File: src/rtl/ander_stim_seq.sv
// Stimulus/self-check stage for the ander gate: steps (a,b) through 00,01,10,11 with a dwell per vector.
// Optional ANDER_STIM_LOOP_EN: with start held at the last check, wrap and keep accumulating errors.
module ander_stim_seq #(
   parameter int DWELL = 20,
   parameter int CNT_W = 8
) (
   input  logic             clk,
   input  logic             rst,
   input  logic             start,
   input  logic             result,
   output logic             a,
   output logic             b,
   output logic [1:0]       vec_idx,
   output logic             busy,
   output logic             done,
   output logic [CNT_W-1:0] err_cnt
);

   localparam logic [1:0] IDLE  = 2'd0;
   localparam logic [1:0] DRIVE = 2'd1;
   localparam logic [1:0] CHECK = 2'd2;
   localparam logic [1:0] DONE  = 2'd3;

   localparam int              DW_W       = (DWELL > 2) ? $clog2(DWELL) : 1;
   localparam logic [DW_W-1:0] DWELL_LAST = DW_W'(DWELL - 1);
   localparam logic [CNT_W-1:0] CNT_MAX   = '1;

   logic [1:0]      state;
   logic [DW_W-1:0] dwell;
   logic            mismatch;

   // a/b come straight from the vec_idx flops, so they always switch together on one edge.
   assign a        = vec_idx[1];
   assign b        = vec_idx[0];
   assign mismatch = (result != (a & b));

   // NOTE: every register here uses non-blocking assignment so all flops update from pre-edge values.
   always_ff @(posedge clk or posedge rst) begin
      if (rst) begin
         state   <= IDLE;
         dwell   <= '0;
         vec_idx <= 2'd0;
         busy    <= 1'b0;
         done    <= 1'b0;
         err_cnt <= '0;
      end else begin
         case (state)
            IDLE, DONE: begin
               if (start) begin
                  state   <= DRIVE;
                  vec_idx <= 2'd0;
                  err_cnt <= '0;
                  dwell   <= '0;
                  busy    <= 1'b1;
                  done    <= 1'b0;
               end
            end
            DRIVE: begin
               // Also retires the one-cycle done pulse produced by a looped pass.
               done  <= 1'b0;
               dwell <= dwell + DW_W'(1);
               if (dwell == DWELL_LAST) state <= CHECK;
            end
            CHECK: begin
               if (mismatch && (err_cnt != CNT_MAX)) err_cnt <= err_cnt + CNT_W'(1);
`ifdef ANDER_STIM_LOOP_EN
               if ((vec_idx == 2'd3) && start) begin
                  vec_idx <= 2'd0;
                  dwell   <= '0;
                  done    <= 1'b1;
                  state   <= DRIVE;
               end else
`endif
               if (vec_idx == 2'd3) begin
                  state <= DONE;
                  busy  <= 1'b0;
                  done  <= 1'b1;
               end else begin
                  vec_idx <= vec_idx + 2'd1;
                  dwell   <= '0;
                  state   <= DRIVE;
               end
            end
            default: state <= IDLE;
         endcase
      end
   end

endmodule

File: config.mk
export PLATFORM = sky130hd
export DESIGN_NAME = ander_stim_seq
export DESIGN_NICKNAME = d
export VERILOG_FILES = /design/src/rtl/ander_stim_seq.sv
export SDC_FILE = /design/constraint.sdc
export NUM_CORES = 1
export LEC_CHECK = 0
export CORE_UTILIZATION = 35
export CTS_BUF_LIST = sky130_fd_sc_hd__clkbuf_8
export DETAILED_ROUTE_END_ITERATION = 8
export GPL_TIMING_DRIVEN = 0
export SYNTH_ARGS = -nofsm -noshare
export SYNTH_HDL_FRONTEND = slang
export SYNTH_SLANG_ARGS = --single-unit
File: constraint.sdc
create_clock -name clk -period 2.4 [get_ports clk]
set_input_delay 0.24 -clock clk [delete_from_list [all_inputs] [get_ports clk]]
set_output_delay 0.24 -clock clk [all_outputs]
set_load 0.01 [all_outputs]
After elaboration in Yosys (flattened, before gate mapping)
Cells that the tools add are included.

storage, ports and cells
  register bits after elaboration = 19
  bits in latches = 0
  memory bits (writable) = 0
  memory bits (read-only) = 0
  input port bits = 4
  output and inout bits = 14
  word-level logic and storage cells = 51
  memories kept = 0

cells by class
  add/sub/neg operators = 3
  multipliers = 0
  div/mod/pow operators = 0
  $lt $le $gt $ge = 0
  equal/unequal tests = 12
  shifts and indexed selects = 0
  mux-type cells = 19
  bitwise logic cells = 1
  reduce and logical (&&, ||, !) cells = 10

operator list
  operator                                       count
  2-to-1 mux 8 bit                               2
  case mux 8 bit (2 select lines)                1
  case mux 5 bit (3 select lines)                1
  2-to-1 mux 2 bit                               5
  2-to-1 mux 5 bit                               2
  inequality test 2 bit, second input constant   5
  AND reduction 3 bit                            3
  adder 8 x 1 -> 8 bit, second input constant    1
  inequality test 8 bit, second input constant   1
  == test 2 bit, second input constant           3
  case mux 2 bit (3 select lines)                1
  AND reduction 2 bit                            3
  adder 5 x 1 -> 5 bit, second input constant    1
  == test 5 bit, second input constant           1
  2-to-1 mux 1 bit                               4
  case mux 2 bit (2 select lines)                1
  case mux 1 bit (3 select lines)                1
  adder 2 x 1 -> 2 bit, second input constant    1
  == test 2 x 1 -> 1 bit, second input constant  1
  zero test 2 bit                                1
  case mux 1 bit (2 select lines)                1
  nonzero test 2 bit                             1
  OR reduction 2 bit                             1
  AND 1 bit                                      1
  2 further kinds                                2

Depth between registers and ports, before layout
Gate-level depths: netlist (run 1).

  depth in word-level cells = 5
  gate-level depth with buffers = 7
  gate-level depth less buffers = 6

Worst setup path after synthesis (run 1)
No wires, ideal clock.

  kind = reg2reg
  start = register vec_idx[1]
  end = register err_cnt[3]
  setup time = 0.080 ns
  data arrival time = 1.691 ns
  data required time = 2.320 ns
  setup slack = 0.629 ns
  cell stages (with the launch flop) = 7
  buffers on the path = 1
  period minus slack after synthesis = 1.771 ns
  path through = dfrtp_1 ha_1 buf_6 xor2_4 o211ai_4 or4_4 o211ai_2

between the ends
  longest elaborated chain between the ends = 5

ends and longest elaborated chain
  what                             RTL line  RTL
  start: declaration               13        output logic [1:0] vec_idx,
  start signal: assignment         79        vec_idx <= vec_idx + 2'd1;
  AND 1 bit                        35        assign mismatch = (result != (a & b));
  inequality test 1 bit            35
  logical AND 1 bit                65        if (mismatch && (err_cnt != CNT_MAX)) err_cnt <= err_cnt + CNT_W'(1);
  inequality test 2 bit (no line)  -
  AND reduction 3 bit (no line)    -
  end signal: assignment           65
  end: declaration                 16        output logic [CNT_W-1:0] err_cnt

Every way passes these cells.
A chain may end at the register's enable or synchronous reset.

Final worst setup path (run 1)
  start = register state[0]
  end = register dwell[3]

between the ends
  longest elaborated chain between the ends = 4
  elaborated cells between the ends (all ways) = 9
  classes of those cells = 5 x eq/ne; 1 x mux; 3 x reduce/logical

ends and longest elaborated chain
  what                                                     RTL line  RTL
  start: declaration                                       28        logic [1:0] state;
  start signal: assignment                                 40        state <= IDLE;
  start signal: assignment                                 50        state <= DRIVE;
  start signal: assignment                                 62        if (dwell == DWELL_LAST) state <= CHECK;
  == test 2 bit / zero test 2 bit (equally long branches)  47        case (state)
  OR reduction 2 bit                                       47
  inequality test 2 bit (no line)                          -
  AND reduction 2 bit (no line)                            -
  end signal: assignment                                   61        dwell <= dwell + DW_W'(1);
  end: declaration                                         29        logic [DW_W-1:0] dwell;

Parallel ways exist; a longest one is shown, timed or not.

==> impl_metrics.csv, run 1 <==
group,metric,value,unit
run_status,outcome,"complete, no violations",
logic_synthesis,synth_fa_ha_area_share,6.46,%
routing,num_vias,995,
placement,placed_area,1390,um2
cts,clockRootBuffer,"clkbuf_8",
setup_path,worstPathMaxFanout,10,
routing,first_iter_violations,56,
setup_path,arrival,2190,ps
timing,min_period,2040,ps
global_routing,grtUsageTotal,15.8,%
floorplan,io-pin-count,18,
logic_synthesis,synth_mux_area_share,4.52,%
logic_synthesis,synth_top_family_by_area,"compound AO/OA/AOI/OAI gates",
setup_path,regToRegStartpoint,"state[0]",
setup_path,crit_chain,"inv_1 -> ha_1 -> nand2b_1 -> clkbuf_1 -> nand2_1 -> o21ai_0 -> o31ai_1",
cts,postCtsResizedCells,0,
timing,max_clock_freq,490,MHz
power_and_ir_drop,ir_drop,0.000308,V
floorplan,dieWidth,59.6,um
floorplan,rows,20,
cts,postCtsSetupBuffers,0,
global_routing,grt_max_degree,20,
cts,clk_path_buf_depth,2,
routing,drc,0,
setup_path,start_kind,"flop",
logic_synthesis,synth_nets,130,
floorplan,start_util,37.5,%
setup_path,critPathLaunch,"state[0]",
logic_synthesis,synth-xor-area-share,3.12,%
global_routing,antenna_found_initial,0,
cells_and_area,fill_cells,320,
cells_and_area,synthToLayoutAreaGrowth,23.4,%
timing,drv_slew,0,
cts,path_clk_slew,70,ps
timing,worstMarginPinSlew,750,ps
run,drv_cap,0,
logic_synthesis,synth.ff_latch_count,19,
floorplan,die_h,59.6,um
logic_synthesis,synth-simple-area-share,14.4,%
global_routing,gr-total-overflow,0,
cells_and_area,drive_gt1_share,12.1,%
setup_path,cp_slowest_cell,"dfrtp_1",
power_and_ir_drop,p_leak,0.608,nW
placement,detailedPlacementHpwl,1770,um
logic_synthesis,syn-cell-area,1160,um2
cells_and_area,antennaDiodeCount,0,
setup_path,max_stage_delay,390,ps
logic_synthesis,synth_cell_types,40,
cts,clkLatencyLatePin,260,ps
cells_and_area,fin_util,46.2,%
power_and_ir_drop,power.density,683,nW/um2
routing,wl,2480,um
logic_synthesis,syn_area_per_cell,9.69,um2
logic_synthesis,seq_area_frac_synth,40.9,%
floorplan,dieArea,3560,um2
setup_path,critPathCaptureType,"flop",
logic_synthesis,yosysWarnings,0,
timing,timing.final.crit_share,85.0,%
floorplan,core_area,3100,um2
timing,fin_tns_setup,0,ps
cells_and_area,nets,152,
logic_synthesis,netlist_instances,120,
cts,cts_made_buffers,3,
cells_and_area,fin_area,1430,um2
setup_path,crit_type,"flop to flop",
placement,port_buffers,17,
timing,rsz0062_at_grt,"no",
routing,via_per_inst,5.38,
global_routing,grt_pass1_wl,4120,um
cts,cts_htree_levels,1,
min_path,worstHoldPathType,"primary input to async pin",
routing,wire_per_inst,13.4,um
cts,cts_sinks,19,
timing,fin_skew,2.83,ps
global_routing,grt_pass1_vias,885,
setup_path,cp_data_required_time,2540,ps
routing,first_pass_iters,4,
placement,place.gp.congestion,0.729,
cts,cts_tree,"built",
timing,setup_viol,0,
timing,max-slew-margin-rel,50.0,%
routing,ant_nets,0,
cts,hold_buffers,0,
logic_synthesis,synth_compound_area_share,24.7,%
timing,hold_viol,0,
[per-layer routing]
metal | track usage [%] | part of all wire [%] | vias up
li1 | - | - | 484
met1 | 22.4 | 51 | 480
met2 | 23.3 | 44 | 26
met3 | 1.97 | 3.8 | 5
met4 | 8.31 | 1.9 | 0
met5 | 0 | 0 | -
[per-stage QoR]
step	std cells	hold WS, ps	power, mW	worst slack, ps
5_1_grt	185	491	1.04	183
2_1_floorplan	120	191	0.648	629
3_3_place_gp	181	480	0.739	462
4_1_cts	185	448	0.982	387
3_5_place_dp	181	489	0.756	400
6_report	185	406	0.979	359
[cell usage after synthesis, drive strengths merged]
master    n  area [um2]
nand2    12        45.0
a21oi     5        25.0
ha        6        75.1
buf       4        31.3
mux2i     3        30.0
inv       8        30.0
o211a     1        10.0
o21a      1        7.51
o31ai     1        7.51
mux2      2        22.5
and3      2        12.5
nand4     2        12.5
or4       1        11.3
o32ai     1        8.76
a2bb2oi   1        8.76
o21ai    10        50.1
and2      1        6.26
nand3     9        45.0
nand2b    1        6.26
a21boi    1        7.51
a22oi     1        7.51
a31o      1        8.76
nor2      2        7.51
o41ai     1        8.76
nor2b     1        6.26
o211ai    3        41.3
dfrtp    19         475
o31a      2        20.0
a21o      1        7.51
xor2      1        27.5
o22ai     2        12.5
nor3      3        15.0
xnor2     1        8.76
a22o      2        17.5
a31oi     6        37.5
clkbuf    2        7.51
[power by group]
part	switching (mW)	internal, mW
clock	0.113	0.116
sequential	0.0545	0.367
combinational	0.188	0.142
total	0.355	0.624
[final timing paths]
kind	to	slack (ps)	cells past startpoint
worst max-delay path	dwell[3]	360	7
worst min-delay path	dwell[2]	410	2
worst max register to register	dwell[3]	360	7
worst min register to register	dwell[3]	500	1
max in group asynchronous	err_cnt[0]	1520	2
min in group clk	dwell[3]	500	1
[kinds of logic after synthesis]
family | after synthesis
adder cells (fa/ha/maj) | 6
flip-flops | 19
XOR/XNOR | 2
multiplexers | 5
AND/OR/NAND/NOR | 34
buffers and inverters | 14
AO/OA/AOI/OAI | 40
[state kept, by name, summed over array words and instances, names as in the netlist]
register,count
dwell,5
state,2
done,1
busy,1
vec_idx,2
err_cnt,8
[critical path, delay by kind of cell (launching register included)]
kind / cells / cell delay [ps]
adder cells (fa/ha/maj): 1 / 390
buffers and inverters: 2 / 450
AND/OR/NAND/NOR: 2 / 390
AO/OA/AOI/OAI: 2 / 300
flip-flops: 1 / 390
[placed cells by master, fill, tap and decap left out, types with 2 or more instances in the layout]
master	instances
o22ai_1	2
ha_1	6
mux2i_1	3
clkbuf_8	3
buf_4	2
nand2_1	12
a21oi_1	5
nand3_1	9
nor2_1	2
mux2_2	2
dfrtp_1	19
nor3_1	3
nand4_1	2
and3_1	2
inv_1	8
a22o_1	2
clkbuf_1	2
clkdlybuf4s50_1	17
o21ai_0	10
o31a_2	2
a31oi_1	6
[final cells by class]
type	instances	area, um2	area share, %
clock buffers	3	41.3	2.88
plain buffers	6	38.8	2.71
well taps	44	55.1	3.84
clock inverters	1	5.00	0.349
repair buffers	17	170	11.9
flip-flops and latches	19	475	33.2
inverters	8	30.0	2.09
multi-input cells	87	618	43.1
Power figures use the tool's default switching activity.
==> run 2, diff against run 1 <==
--- a/config.mk
+++ b/config.mk
@@ -9,6 +9,7 @@
 export CTS_BUF_LIST = sky130_fd_sc_hd__clkbuf_8
 export DETAILED_ROUTE_END_ITERATION = 8
 export GPL_TIMING_DRIVEN = 0
+export SKIP_LAST_GASP = 1
 export SYNTH_ARGS = -nofsm -noshare
 export SYNTH_HDL_FRONTEND = slang
 export SYNTH_SLANG_ARGS = --single-unit
==> results of run 2 <==
Same layout as run 1: the final DEF is identical, and so are final timing and power.
==> run 3, diff against run 2 <==
--- a/config.mk
+++ b/config.mk
@@ -5,11 +5,16 @@
 export SDC_FILE = /design/constraint.sdc
 export NUM_CORES = 1
 export LEC_CHECK = 0
+export CELL_PAD_IN_SITES_DETAIL_PLACEMENT = 1
+export CELL_PAD_IN_SITES_GLOBAL_PLACEMENT = 1
+export CORE_MARGIN = 2
 export CORE_UTILIZATION = 35
 export CTS_BUF_LIST = sky130_fd_sc_hd__clkbuf_8
 export DETAILED_ROUTE_END_ITERATION = 8
 export GPL_TIMING_DRIVEN = 0
+export PLACE_DENSITY_LB_ADDON = 0.1
 export SKIP_LAST_GASP = 1
 export SYNTH_ARGS = -nofsm -noshare
 export SYNTH_HDL_FRONTEND = slang
 export SYNTH_SLANG_ARGS = --single-unit
+export TNS_END_PERCENT = 1
==> run 3 against run 2 <==
Against the previous run: cell area did not move; sequential power barely moved; via count grew 1.9%; wire length increased by 18%; critical endpoint unchanged.
==> impl_metrics.csv, run 3 (same netlist as run 1, synthesis figures left out) <==
group,metric,value,unit
run_status,outcome,"complete, no violations",
timing,worstMarginPinSlew,781,ps
setup_path,worstPathMaxFanout,10,
cells_and_area,fin_area,1430,um2
cells_and_area,regArea,475,um2
routing,wl_met1,1450,um
power_and_ir_drop,ir_drop,0.000314,V
timing,holdWs,420,ps
run,drv_cap,0,
routing,first_pass_iters,4,
cts,clkLatencyLatePin,260,ps
min_path,worstHoldPathType,"primary input to async pin",
cts,postCtsSetupBuffers,0,
placement,detailedPlacementHpwl,2130,um
cells_and_area,multiInputGateArea,618,um2
setup_path,critPathBufInv,2,
cells_and_area,final_common_cell,"dfrtp_1",
setup_path,cp_slowest_cell,"ha_1",
cells_and_area,instances_no_fill,185,
cts,clk_path_buf_depth,2,
floorplan,dieArea,3800,um2
placement,port_buffers,17,
setup_path,cp_num_cells,7,
timing,rsz0062_at_grt,"no",
setup_path,cp_data_required_time,2550,ps
placement,dp.cells,181,
placement,place.gp.congestion,0.736,
cells_and_area,top_regs,"err_cnt (8), dwell (5)",
cells_and_area,largest_register_ffs,8,
cts,cts_sinks,19,
routing,ant_nets,0,
timing,max_clock_freq,490,MHz
cells_and_area,fill_cells,378,
setup_path,arrival,2190,ps
floorplan,rows,20,
global_routing,grt_max_degree,20,
floorplan,die_h,61.6,um
routing,wl_met3,78,um
setup_path,crit_chain,"inv_1 -> ha_1 -> nand2b_1 -> clkbuf_1 -> nand2_1 -> o21ai_0 -> o31ai_1",
timing,drv_slew,0,
global_routing,grt_pass1_wl,5110,um
routing,wire_per_inst,15.7,um
routing,wl_met2,1340,um
cells_and_area,fin_util,46.2,%
timing,timing.final.crit_share,85.1,%
cts,path_clk_slew,80,ps
global_routing,antenna_found_initial,0,
global_routing,grt_pass1_vias,1076,
timing,hold_viol,0,
setup_path,cp_top_family,"buffers and inverters",
routing,drc,0,
power_and_ir_drop,p_total,0.994,mW
cells_and_area,drive_gt1_share,12.1,%
cts,clockRootBuffer,"clkbuf_8",
cts,hold_buffers,0,
floorplan,dieWidth,61.6,um
cts,postCtsResizedCells,0,
floorplan,core_area,3100,um2
cts,cts_tree,"built",
global_routing,gr-total-overflow,0,
placement,placed_area,1390,um2
timing,worst_slack,358,ps
cells_and_area,antennaDiodeCount,0,
routing,top_layer,"met4",
routing,wl,2910,um
setup_path,start_kind,"flop",
setup_path,crit_type,"flop to flop",
timing,max-slew-margin-rel,47.9,%
cells_and_area,final_cell_mix,"19 x dfrtp_1, 17 x clkdlybuf4s50_1, 12 x nand2_1",
cells_and_area,top_register,"err_cnt",
cells_and_area,synthToLayoutAreaGrowth,23.4,%
placement,dp_slack,323,ps
floorplan,io-pin-count,18,
routing,first_iter_violations,32,
cells_and_area,nets,152,
setup_path,max_stage_delay,390,ps
floorplan,start_util,37.5,%
timing,min_period,2040,ps
timing,fin_tns_setup,0,ps
cts,cts_made_buffers,3,
routing,via_per_inst,5.48,
setup_path,critPathCaptureType,"flop",
setup_path,r2r_cells,7,
timing,fin_skew,4.12,ps
cts,cts_htree_levels,1,
timing,setup_viol,0,
routing,num_vias,1014,
power_and_ir_drop,power.density,693,nW/um2
power_and_ir_drop,p_leak,0.608,nW
global_routing,grtUsageTotal,18.3,%
-- run 3: metal layers --
layer	vias to the layer above	GRT usage, %
met3	5	2.73
met2	21	27.8
met4	0	6.38
met5	-	0
met1	503	26.5
li1	485	-
-- run 3: path summary, 6_finish.rpt --
check,from,endpoint,slack (ps)
setup / recovery,state[0],dwell[3],360
hold / removal,rst,dwell[2],420
setup reg to reg,state[0],dwell[3],360
hold reg to reg,dwell[3],dwell[3],510
max in group asynchronous,rst,err_cnt[5],1490
min in group clk,dwell[3],dwell[3],510
-- run 3: where the power goes --
| group | total [mW] | internal, mW | switching (mW) |
|---|---|---|---|
| logic | 0.336 | 0.141 | 0.195 |
| registers | 0.424 | 0.367 | 0.0576 |
| clock network | 0.234 | 0.116 | 0.118 |
| total | 0.994 | 0.623 | 0.371 |
-- run 3: final cells by class --
type                    instances  share of cell area (%)
plain buffers                   6                    2.71
clock buffers                   3                    2.88
clock inverters                 1                   0.349
inverters                       8                    2.09
multi-input cells              87                    43.1
flip-flops and latches         19                    33.2
well taps                      44                    3.84
repair buffers                 17                    11.9
